--- src/rtl/vga_sync_gen.sv ---
// VGA timing generator: a pixel enable at half the clk rate drives the H/V counters,
// and one registered output stage aligns sync, blanking and color on the same pixel.
module vga_sync_gen #(
  parameter int unsigned H_ACTIVE = 640,
  parameter int unsigned H_FP     = 16,
  parameter int unsigned H_SYNC   = 96,
  parameter int unsigned H_BP     = 48,
  parameter int unsigned V_ACTIVE = 480,
  parameter int unsigned V_FP     = 10,
  parameter int unsigned V_SYNC   = 2,
  parameter int unsigned V_BP     = 33
) (
  input  logic        clk,
  input  logic        resetN,
  input  logic [7:0]  pixelRGB,
  output logic [10:0] pixelX,
  output logic [10:0] pixelY,
  output logic        startOfFrame,
  output logic        vgaHS,
  output logic        vgaVS,
  output logic        vgaBlankN,
  output logic [3:0]  vgaR,
  output logic [3:0]  vgaG,
  output logic [3:0]  vgaB
);

  localparam int unsigned H_TOTAL = H_ACTIVE + H_FP + H_SYNC + H_BP;
  localparam int unsigned V_TOTAL = V_ACTIVE + V_FP + V_SYNC + V_BP;

  localparam logic [10:0] H_LAST   = 11'(H_TOTAL - 1);
  localparam logic [10:0] V_LAST   = 11'(V_TOTAL - 1);
  localparam logic [10:0] H_VIS    = 11'(H_ACTIVE);
  localparam logic [10:0] V_VIS    = 11'(V_ACTIVE);
  localparam logic [10:0] HS_BEG   = 11'(H_ACTIVE + H_FP);
  localparam logic [10:0] HS_END   = 11'(H_ACTIVE + H_FP + H_SYNC);
  localparam logic [10:0] VS_BEG   = 11'(V_ACTIVE + V_FP);
  localparam logic [10:0] VS_END   = 11'(V_ACTIVE + V_FP + V_SYNC);

  logic        r_pixEn;
  logic [10:0] r_hcnt, r_vcnt;
  logic        r_sof, r_hs, r_vs, r_blankN;
  logic [3:0]  r_r, r_g, r_b;

  logic        w_hwrap, w_vwrap, w_vis, w_hsync, w_vsync;
  logic [10:0] w_hnext, w_vnext;

  always_comb begin
    w_hwrap = (r_hcnt == H_LAST);
    w_vwrap = (r_vcnt == V_LAST);
    w_hnext = w_hwrap ? 11'd0 : r_hcnt + 11'd1;
    w_vnext = w_vwrap ? 11'd0 : r_vcnt + 11'd1;
    // Decoded from the pre-increment counts so the registered stage describes
    // the pixel whose color is being sampled on this tick.
    w_vis   = (r_hcnt < H_VIS) && (r_vcnt < V_VIS);
    w_hsync = (r_hcnt >= HS_BEG) && (r_hcnt < HS_END);
    w_vsync = (r_vcnt >= VS_BEG) && (r_vcnt < VS_END);
  end

  always_ff @(posedge clk or negedge resetN) begin
    if (!resetN) begin
      r_pixEn <= 1'b0;
      r_hcnt  <= 11'd0;
      r_vcnt  <= 11'd0;
      r_sof   <= 1'b0;
    end else begin
      r_pixEn <= ~r_pixEn;
      r_sof   <= r_pixEn & w_hwrap & w_vwrap;
      if (r_pixEn) begin
        r_hcnt <= w_hnext;
        if (w_hwrap) r_vcnt <= w_vnext;
      end
    end
  end

  always_ff @(posedge clk or negedge resetN) begin
    if (!resetN) begin
      r_hs     <= 1'b1;
      r_vs     <= 1'b1;
      r_blankN <= 1'b0;
      r_r      <= 4'd0;
      r_g      <= 4'd0;
      r_b      <= 4'd0;
    end else if (r_pixEn) begin
      r_hs     <= ~w_hsync;
      r_vs     <= ~w_vsync;
      r_blankN <= w_vis;
      if (w_vis) begin
        r_r <= {pixelRGB[7:5], pixelRGB[7]};
        r_g <= {pixelRGB[4:2], pixelRGB[4]};
        r_b <= {pixelRGB[1:0], pixelRGB[1:0]};
      end else begin
        r_r <= 4'd0;
        r_g <= 4'd0;
        r_b <= 4'd0;
      end
    end
  end

  assign pixelX       = r_hcnt;
  assign pixelY       = r_vcnt;
  assign startOfFrame = r_sof;
  assign vgaHS        = r_hs;
  assign vgaVS        = r_vs;
  assign vgaBlankN    = r_blankN;
  assign vgaR         = r_r;
  assign vgaG         = r_g;
  assign vgaB         = r_b;

endmodule

--- config.mk ---
export PLATFORM = sky130hd
export DESIGN_NAME = vga_sync_gen
export DESIGN_NICKNAME = d
export VERILOG_FILES = /design/src/rtl/vga_sync_gen.sv
export SDC_FILE = /design/constraint.sdc
export NUM_CORES = 1
export LEC_CHECK = 0
export BUFFER_PORTS_ARGS = -buffer_cell sky130_fd_sc_hd__buf_2
export CAP_MARGIN = 25
export CORE_MARGIN = 4
export CORE_UTILIZATION = 55
export DETAILED_ROUTE_END_ITERATION = 8
export HOLD_SLACK_MARGIN = 0.1
export PLACE_DENSITY = 0.91
export SLEW_MARGIN = 30
export SYNTH_ARGS = -nofsm -noshare
export SYNTH_HDL_FRONTEND = slang
export SYNTH_SLANG_ARGS = --single-unit
--- constraint.sdc ---
create_clock -name clk -period 5.67 [get_ports clk]
set_input_delay 1.134 -clock clk [delete_from_list [all_inputs] [get_ports clk]]
set_output_delay 1.134 -clock clk [all_outputs]
set_load 0.005 [all_outputs]
# Word level (Yosys, flattened, before mapping)
# Cells that the tools add are included.
# op_classes
n_eq_ne,2
mul,0
n_lt_le_gt_ge,6
n_div,0
n_addsub,2
bitwise,5
reduce_logical,4
mux,5
shifts,0
# ops
op,n
"11-bit by 1-bit adder with 11-bit output, second input constant",2
"11-bit by 10-bit == test with 1-bit output, second input constant",2
"11-bit by 10-bit < comparator with 1-bit output, second input constant",2
"11-bit by 9-bit < comparator with 1-bit output, second input constant",2
11-bit two-way mux,2
4-bit two-way mux,3
"11-bit by 10-bit greater-or-equal comparator with 1-bit output, second input constant",1
"11-bit by 9-bit greater-or-equal comparator with 1-bit output, second input constant",1
1-bit logical AND,3
1-bit inverter,3
1-bit bitwise AND,2
2-bit AND reduction,1
# word_totals
word_cells,34
latchBits,0
register_bits,39
inputBits,10
memories,0
out_inout_bits,38
mem_bits_ro,0
mem_bits_rw,0

# Depth between registers and ports, before layout
# Gate-level depths: netlist (run 1).
# depth
depth_word,3
ltp_mapped,6

# Worst setup path before layout (run 1)
# No wires, ideal clock.
# synth_timing
kind,register -> register
start,"reg r_hcnt[7], in the netlist pixelX[7]"
end,"reg r_vcnt[8], in the netlist pixelY[8]"
path_stages_with_launch,6
setup_ns,0.079
n_path_buf,1
arrival_time_ns,1.973
slack_ns,3.618
cell_sequence,dfrtp_1 -> or4b_4 -> or4_4 -> clkbuf_8 -> nor3_4 -> xor2_1
# synth_between
elab_chain_cells,2
# synth_lines
item,line,text
from (decl),40,"logic [10:0] r_hcnt, r_vcnt;"
from (signal assigned),69,r_hcnt <= w_hnext;
11-bit by 10-bit == test with 1-bit output,48,w_hwrap = (r_hcnt == H_LAST);
2-bit AND reduction (no source line),-,
to (signal assigned),70,if (w_hwrap) r_vcnt <= w_vnext;
to (decl),40,
# No other way between the ends.
# A chain may end at the register's enable or synchronous reset.

# Final worst setup path (run 1)
# layout_timing
start,"reg r_hcnt[0], in the netlist pixelX[0]"
end,"reg r_hcnt[9], in the netlist pixelX[9]"
# layout_between
elab_chain_cells,2
word_cells_on_any_way,3
cone_classes,add/sub (1); eq/ne (1); mux (1)
# layout_lines
item,line,text
11-bit by 1-bit adder with 11-bit output or 11-bit by 10-bit == test with 1-bit output (tied branches),"50, 48",
11-bit two-way mux (*),50,w_hnext = w_hwrap ? 11'd0 : r_hcnt + 11'd1;
# Every way passes the cells marked *; elsewhere a longest branch is shown, timed or not.

==> run_results.csv, run 1 <==
group,metric,value,unit
global_routing,grt_pass1_vias,1239,
placement,gp_congestion,0.8810,
critical_path,worst-path-max-fanout,10,
timing,relSlewSlack,0.4532,
pwr,p_leak,0.9789,nW
logic_synthesis,synth_top_family_by_area,"simple AND/OR/NAND/NOR gates",
layout,drive_above_1_share,0.3107,
clock_tree,cts.htree.levels,2,
layout,final_nets,218,
worst_hold_path,hold_start,"vgaBlankN",
clock_tree,cts-buffers-inserted,5,
timing,rsz0062_at_grt,"false",
worst_hold_path,min_to,"vgaBlankN",
routing,via_count,1381,
logic_synthesis,muxShareOfSynthArea,0.01190,
die,start_util,0.5949,
critical_path,timing.rr.end,"pixelX[9]",
timing,fmax,0.4380,GHz
logic_synthesis,synth_fa_ha_area_frac,0.02230,
logic_synthesis,synth-simple-area-share,0.2186,
routing,dr.pass1.iters,4,
timing,fin_crit_sh,0.4027,
clock_tree,root_buffer,"clkbuf_4",
critical_path,crit_path_start_kind,"flop",
flow_run,max_cap_violations,0,
layout,fin_cells,237,
die,rows,19,
pwr,ir_worst_vdd,167.9,µV
layout,syn_to_final_growth,17.70,%
logic_synthesis,syn_nets,174,
pwr,power_density,229.8,nW/µm²
global_routing,antenna_found_initial,0,
routing,drc,0,
timing,min_period,2.283,ns
critical_path,reg2regPathDepth,5,
global_routing,grt_max_degree,36,
placement,hpwl,2544,µm
clock_tree,post_cts_resized,0,
critical_path,critPathRequiredTime,5.92,ns
worst_hold_path,hp-class,"flop to flop",
logic_synthesis,avgSynthCellArea,10.45,µm²
timing,finalHoldViolCount,0,
die,fp.dieH,63.32,µm
critical_path,cp-end-kind,"flop",
logic_synthesis,synth_area,1683,µm²
global_routing,track_usage,0.1874,
routing,viasPerCell,5.827,
die,die_area,4009,µm²
die,die_w,63.32,µm
global_routing,gr-total-overflow,0,
critical_path,critical_path_class,"flop to flop",
placement,port-buffer-count,47,
die,io_pins,48,
critical_path,reg2reg_from,"pixelX[0]",
routing,wl_per_cell,15.13,µm
global_routing,grt_pass1_wl,5837,µm
logic_synthesis,synthCells,161,
routing,drt_wl_total,3586,µm
timing,finalClockSkew,0.01366,ns
routing,drt_iter0_drc,112,
logic_synthesis,yosys.area_share.xor_xnor,0.04684,
clock_tree,clock_sinks,35,
logic_synthesis,synth_cell_type_count,38,
clock_tree,cts_setup_buffers,0,
logic_synthesis,ys_seq_area_frac,0.5219,
timing,worst_pin_slew,0.8135,ns
logic_synthesis,yosys_warnings,0,
timing,slew_viol_final,0,
critical_path,r2r_slack,3.39,ns
critical_path,crit_start,"pixelX[0]",
placement,dp_cells,229,
clock_tree,cts_tree,"yes",
clock_tree,clk_pin_slew,0.11,ns
outcome,outcome,"complete, no violations",
timing,final.setup.tns,0,ns
worst_hold_path,hold_depth,1,
clock_tree,ctsHoldBuffers,0,
die,core,2829,µm²
clock_tree,clock_path_buffers,2,
clock_tree,clk_latency,0.34,ns
layout,diodes,0,
timing,finalSetupViolCount,0,
routing,drt.antenna.violating_nets,0,
layout,utilization,0.7001,
logic_synthesis,synth-compound-area-share,0.1190,
logic_synthesis,synth_seq_cells,35,
critical_path,crit_arrival,2.53,ns
==> sequential cells by signal (all words and copies together), names as in the netlist, 2 cells and up <==
register / count
pixelX: 11
pixelY: 11
vgaB: 2
vgaR: 3
vgaG: 3
==> per-layer routing <==
metal	track usage	share of wire	up-vias
met5	0	0	-
met4	0.1024	0.026	0
met3	0.04796	0.063	12
met2	0.2740	0.47	54
met1	0.2544	0.44	645
li1	-	-	670
==> cells by family after synthesis <==
kind of cell / count (synthesis)
XOR/XNOR: 9
flip-flops: 35
multiplexers: 2
AO/OA/AOI/OAI: 31
buffers and inverters: 20
AND/OR/NAND/NOR: 61
adder cells (fa/ha/maj): 3
==> where the power goes <==
part	switching, mW	internal [mW]
Clock	0.0816	0.104
Sequential	0.00191	0.252
Combinational	0.00803	0.00695
Total	0.0915	0.364
==> layout by cell type (no fill, tap or decap) <==
master,n
nand4_1,8
and3_2,1
or4_2,1
o21bai_1,1
nand3_1,8
clkinv_2,1
nand2_1,12
xnor2_1,3
bufinv_16,1
dfrtp_1,33
mux2i_1,2
o31ai_1,1
and3_1,3
or4_1,1
a22o_1,9
nor3b_1,1
ha_1,3
nor4_2,2
clkbuf_8,1
a31oi_1,1
and4_1,1
nor3_1,4
xor2_1,6
or4_4,1
clkbuf_4,5
a21oi_1,7
nor4bb_1,2
o22ai_1,2
nor2_1,8
nor2b_1,1
buf_2,47
or4b_4,1
a21o_1,1
inv_1,10
dfstp_2,2
nand2b_1,1
or3_1,1
nor4_1,3
o21ai_0,9
nor3_4,1
==> final cells by class <==
cell class	instances	area [µm²]
clock inverter	2	35.03
timing repair buffer	47	235.2
multi-input combinational	106	704.4
sequential	35	878.3
inverter	10	37.54
fill	216	848.3
tap	31	38.79
clock buffer	6	51.30
==> worst max-delay path by stage <==
stage,endpoint,slack [ns],cells past startpoint
floorplan,pixelY[8],3.62,5
global placement,pixelX[9],3.47,4
detailed placement,pixelX[9],3.38,4
CTS,pixelX[9],3.37,4
global route,pixelY[4],3.16,5
finish,pixelX[9],3.39,5
==> synth_stat cells <==
| cell type | number | share of area |
|---|---|---|
| mux2i_1 | 2 | 0.012 |
| ha_1 | 3 | 0.022 |
| and3_2 | 1 | 0.0045 |
| nor4bb_1 | 2 | 0.012 |
| nand3_1 | 8 | 0.024 |
| o22ai_1 | 2 | 0.0074 |
| nor4_2 | 2 | 0.015 |
| nor3_1 | 4 | 0.012 |
| nor4_1 | 3 | 0.011 |
| or4_1 | 1 | 0.0045 |
| and3_1 | 3 | 0.011 |
| or4_2 | 1 | 0.0052 |
| clkbuf_1 | 5 | 0.011 |
| o21ai_0 | 9 | 0.027 |
| o21bai_1 | 1 | 0.0045 |
| dfstp_2 | 2 | 0.031 |
| or4b_4 | 1 | 0.0082 |
| inv_1 | 10 | 0.022 |
| and4_1 | 1 | 0.0052 |
| nor3b_1 | 1 | 0.0045 |
| nor3_4 | 1 | 0.0097 |
| buf_4 | 4 | 0.018 |
| a21o_1 | 1 | 0.0045 |
| or4_4 | 1 | 0.0067 |
| nor2_1 | 8 | 0.018 |
| dfrtp_1 | 33 | 0.49 |
| or3_1 | 1 | 0.0037 |
| nand2_1 | 12 | 0.027 |
| a21oi_1 | 7 | 0.021 |
| a31oi_1 | 1 | 0.0037 |
| nor2b_1 | 1 | 0.0037 |
| clkbuf_8 | 1 | 0.0082 |
| nand2b_1 | 1 | 0.0037 |
| nand4_1 | 8 | 0.030 |
| xnor2_1 | 3 | 0.016 |
| xor2_1 | 6 | 0.031 |
| o31ai_1 | 1 | 0.0045 |
| a22o_1 | 9 | 0.047 |
==> critical path, cell delays in order, from the launching register on <==
cell	delay (ns)
dfrtp_1	0.41
ha_1	0.22
nand4_1	0.30
nor4_2	0.81
o21ai_0	0.20
a22o_1	0.26
==> per-stage QoR <==
step	power, mW	hold WS (ns)	cell area (µm²)	worst slack, ns
global route	0.4725	0.5300	1981	3.162
CTS	0.4598	0.4875	1981	3.373
detailed placement	0.2747	0.4631	1894	3.380
finish	0.4551	0.4868	1981	3.387
global placement	0.2743	0.4582	1894	3.472
floorplan	0.2641	0.4755	1683	3.618
(Power assumes the default switching activity.)
==> run 2: changes to the inputs <==
--- a/config.mk
+++ b/config.mk
@@ -8,10 +8,10 @@
 export BUFFER_PORTS_ARGS = -buffer_cell sky130_fd_sc_hd__buf_2
 export CAP_MARGIN = 25
 export CORE_MARGIN = 4
-export CORE_UTILIZATION = 55
+export CORE_UTILIZATION = 51
 export DETAILED_ROUTE_END_ITERATION = 8
 export HOLD_SLACK_MARGIN = 0.1
-export PLACE_DENSITY = 0.91
+export PLACE_DENSITY = 0.86
 export SLEW_MARGIN = 30
 export SYNTH_ARGS = -nofsm -noshare
 export SYNTH_HDL_FRONTEND = slang
==> constraint.sdc (replaced) <==
create_clock -name clk -period 2.3 [get_ports clk]
set_input_delay 0.46 -clock clk [delete_from_list [all_inputs] [get_ports clk]]
set_output_delay 0.46 -clock clk [all_outputs]
set_load 0.005 [all_outputs]
==> run 2 against run 1 <==
Effect of this change: via count grew 1.2%; global-route usage grew 0.12 points; critical path type unchanged; final area grew 2.3%; largest cell class unchanged; die area grew 6.8%; setup slack lost 3.2 ns.
==> run_results.csv, run 2 (same netlist as run 1, synthesis figures left out) <==
group,metric,value,unit
critical_path,critPathRequiredTime,2.56,ns
routing,wl_per_cell,14.51,µm
routing,viasPerCell,5.436,
layout,fillerInstances,296,
timing,worst_pin_slew,0.7325,ns
layout,final_area,2026,µm²
global_routing,track_usage,0.1886,
routing,drc,0,
critical_path,crit_arrival,2.40,ns
clock_tree,clock_path_buffers,2,
global_routing,grt_pass1_wl,6299,µm
outcome,outcome,"complete, no violations",
placement,port-buffer-count,47,
timing,rsz0062_at_grt,"false",
layout,drive_above_1_share,0.3333,
global_routing,grt_pass1_vias,1401,
clock_tree,cts.htree.levels,2,
timing,fmax,0.4679,GHz
worst_hold_path,hp-class,"input pin to async pin",
routing,drt_iter0_drc,88,
die,start_util,0.5423,
pwr,p_total,1.008,mW
layout,final_nets,225,
placement,pre_cts_ws,0.1892,ns
pwr,power_density,497.4,nW/µm²
placement,hpwl,2766,µm
clock_tree,clock_sinks,35,
timing,relSlewSlack,0.5117,
critical_path,crit_path_start_kind,"flop",
pwr,ir_worst_vdd,378.9,µV
layout,register_area,878.3,µm²
clock_tree,cts_setup_buffers,0,
timing,finalSetupViolCount,0,
die,rows,20,
clock_tree,post_cts_resized,0,
timing,finalHoldViolCount,0,
layout,syn_to_final_growth,20.37,%
clock_tree,ctsHoldBuffers,0,
layout,fin_cells,257,
die,core,3103,µm²
timing,fin_crit_sh,0.9292,
routing,dr.pass1.iters,4,
clock_tree,cts-buffers-inserted,5,
timing,slew_viol_final,0,
placement,gp_congestion,0.8443,
global_routing,gr-total-overflow,0,
layout,final_common_cell,"buf_2",
placement,placed_area,1963,µm²
layout,multi_input_area,704.4,µm²
routing,via_count,1397,
pwr,p_leak,0.9963,nW
critical_path,cp-end-kind,"flop",
clock_tree,root_buffer,"clkbuf_4",
clock_tree,clk_pin_slew,0.12,ns
flow_run,max_cap_violations,0,
placement,dp_cells,249,
clock_tree,cts_tree,"yes",
timing,min_period,2.137,ns
layout,diodes,0,
timing,layout_setup_ws,0.1629,ns
die,die_w,65.45,µm
die,fp.dieH,65.45,µm
die,die_area,4283,µm²
global_routing,grt_max_degree,36,
critical_path,critical_path_class,"flop to flop",
clock_tree,clk_latency,0.34,ns
timing,final.setup.tns,0,ns
timing,finalClockSkew,0.01460,ns
layout,final_cell_mix,"buf_2 (47), dfrtp_1 (33), nand2_1 (12)",
global_routing,antenna_found_initial,0,
routing,drt.antenna.violating_nets,0,
routing,drt_wl_total,3730,µm
die,io_pins,48,
critical_path,worst-path-max-fanout,12,
## run 2: cell count changes in the layout (fill, tap and decap cells not counted), sizes merged
cell	change
buf	+7
bufinv	-1
clkbuf	-1
clkinv	+1
clkinvlp	+1
## run 2: through the flow
stage | util | hold slack [ns]
4_1_cts | 0.6528 | 0.1915
2_1_floorplan | - | 0.1644
3_5_place_dp | 0.6327 | 0.4753
5_1_grt | 0.6528 | 0.2244
6_report | 0.6528 | 0.1673
3_3_place_gp | 0.6327 | 0.4599
## run 2: worst paths after layout
check | start | end | slack, ns | depth (start not counted)
setup / recovery | pixelX[7] | pixelY[10] | 0.16 | 4
hold / removal | resetN | pixelY[9] | 0.17 | 1
setup reg to reg | pixelX[7] | pixelY[10] | 0.16 | 4
hold reg to reg | vgaHS | vgaHS | 0.50 | 2
max in group asynchronous | resetN | pixelX[2] | 1.65 | 1
min in group clk | pixelRGB[4] | vgaG[0] | 0.33 | 2
## run 2: critical path: stages (launching register included)
cell and delay (ns):
dfrtp_1 0.41, or4b_4 0.57, or4_4 0.60, nor4_2 0.33, xor2_1 0.16
## run 2: report_power, final
| part | total, mW | switching, mW | internal (mW) |
|---|---|---|---|
| sequential | 0.627 | 0.00479 | 0.622 |
| combinational | 0.0369 | 0.0198 | 0.0171 |
| clock | 0.343 | 0.221 | 0.122 |
## run 2: area by class of cell
| cell class | count | area share |
|---|---|---|
| flip-flops and latches | 35 | 0.4336 |
| multi-input cells | 106 | 0.3477 |
| repair buffers | 54 | 0.1421 |
| well taps | 44 | 0.02718 |
| clock buffers | 5 | 0.01853 |
| inverters | 10 | 0.01853 |
| clock inverters | 3 | 0.01235 |
## run 2: per-layer routing
layer | vias to the layer above | GRT usage | share of wire
li1 | 686 | - | -
met1 | 659 | 0.2339 | 0.44
met2 | 48 | 0.3262 | 0.49
met3 | 4 | 0.04786 | 0.065
met4 | 0 | 0.04922 | 0.0062
met5 | - | 0 | 0
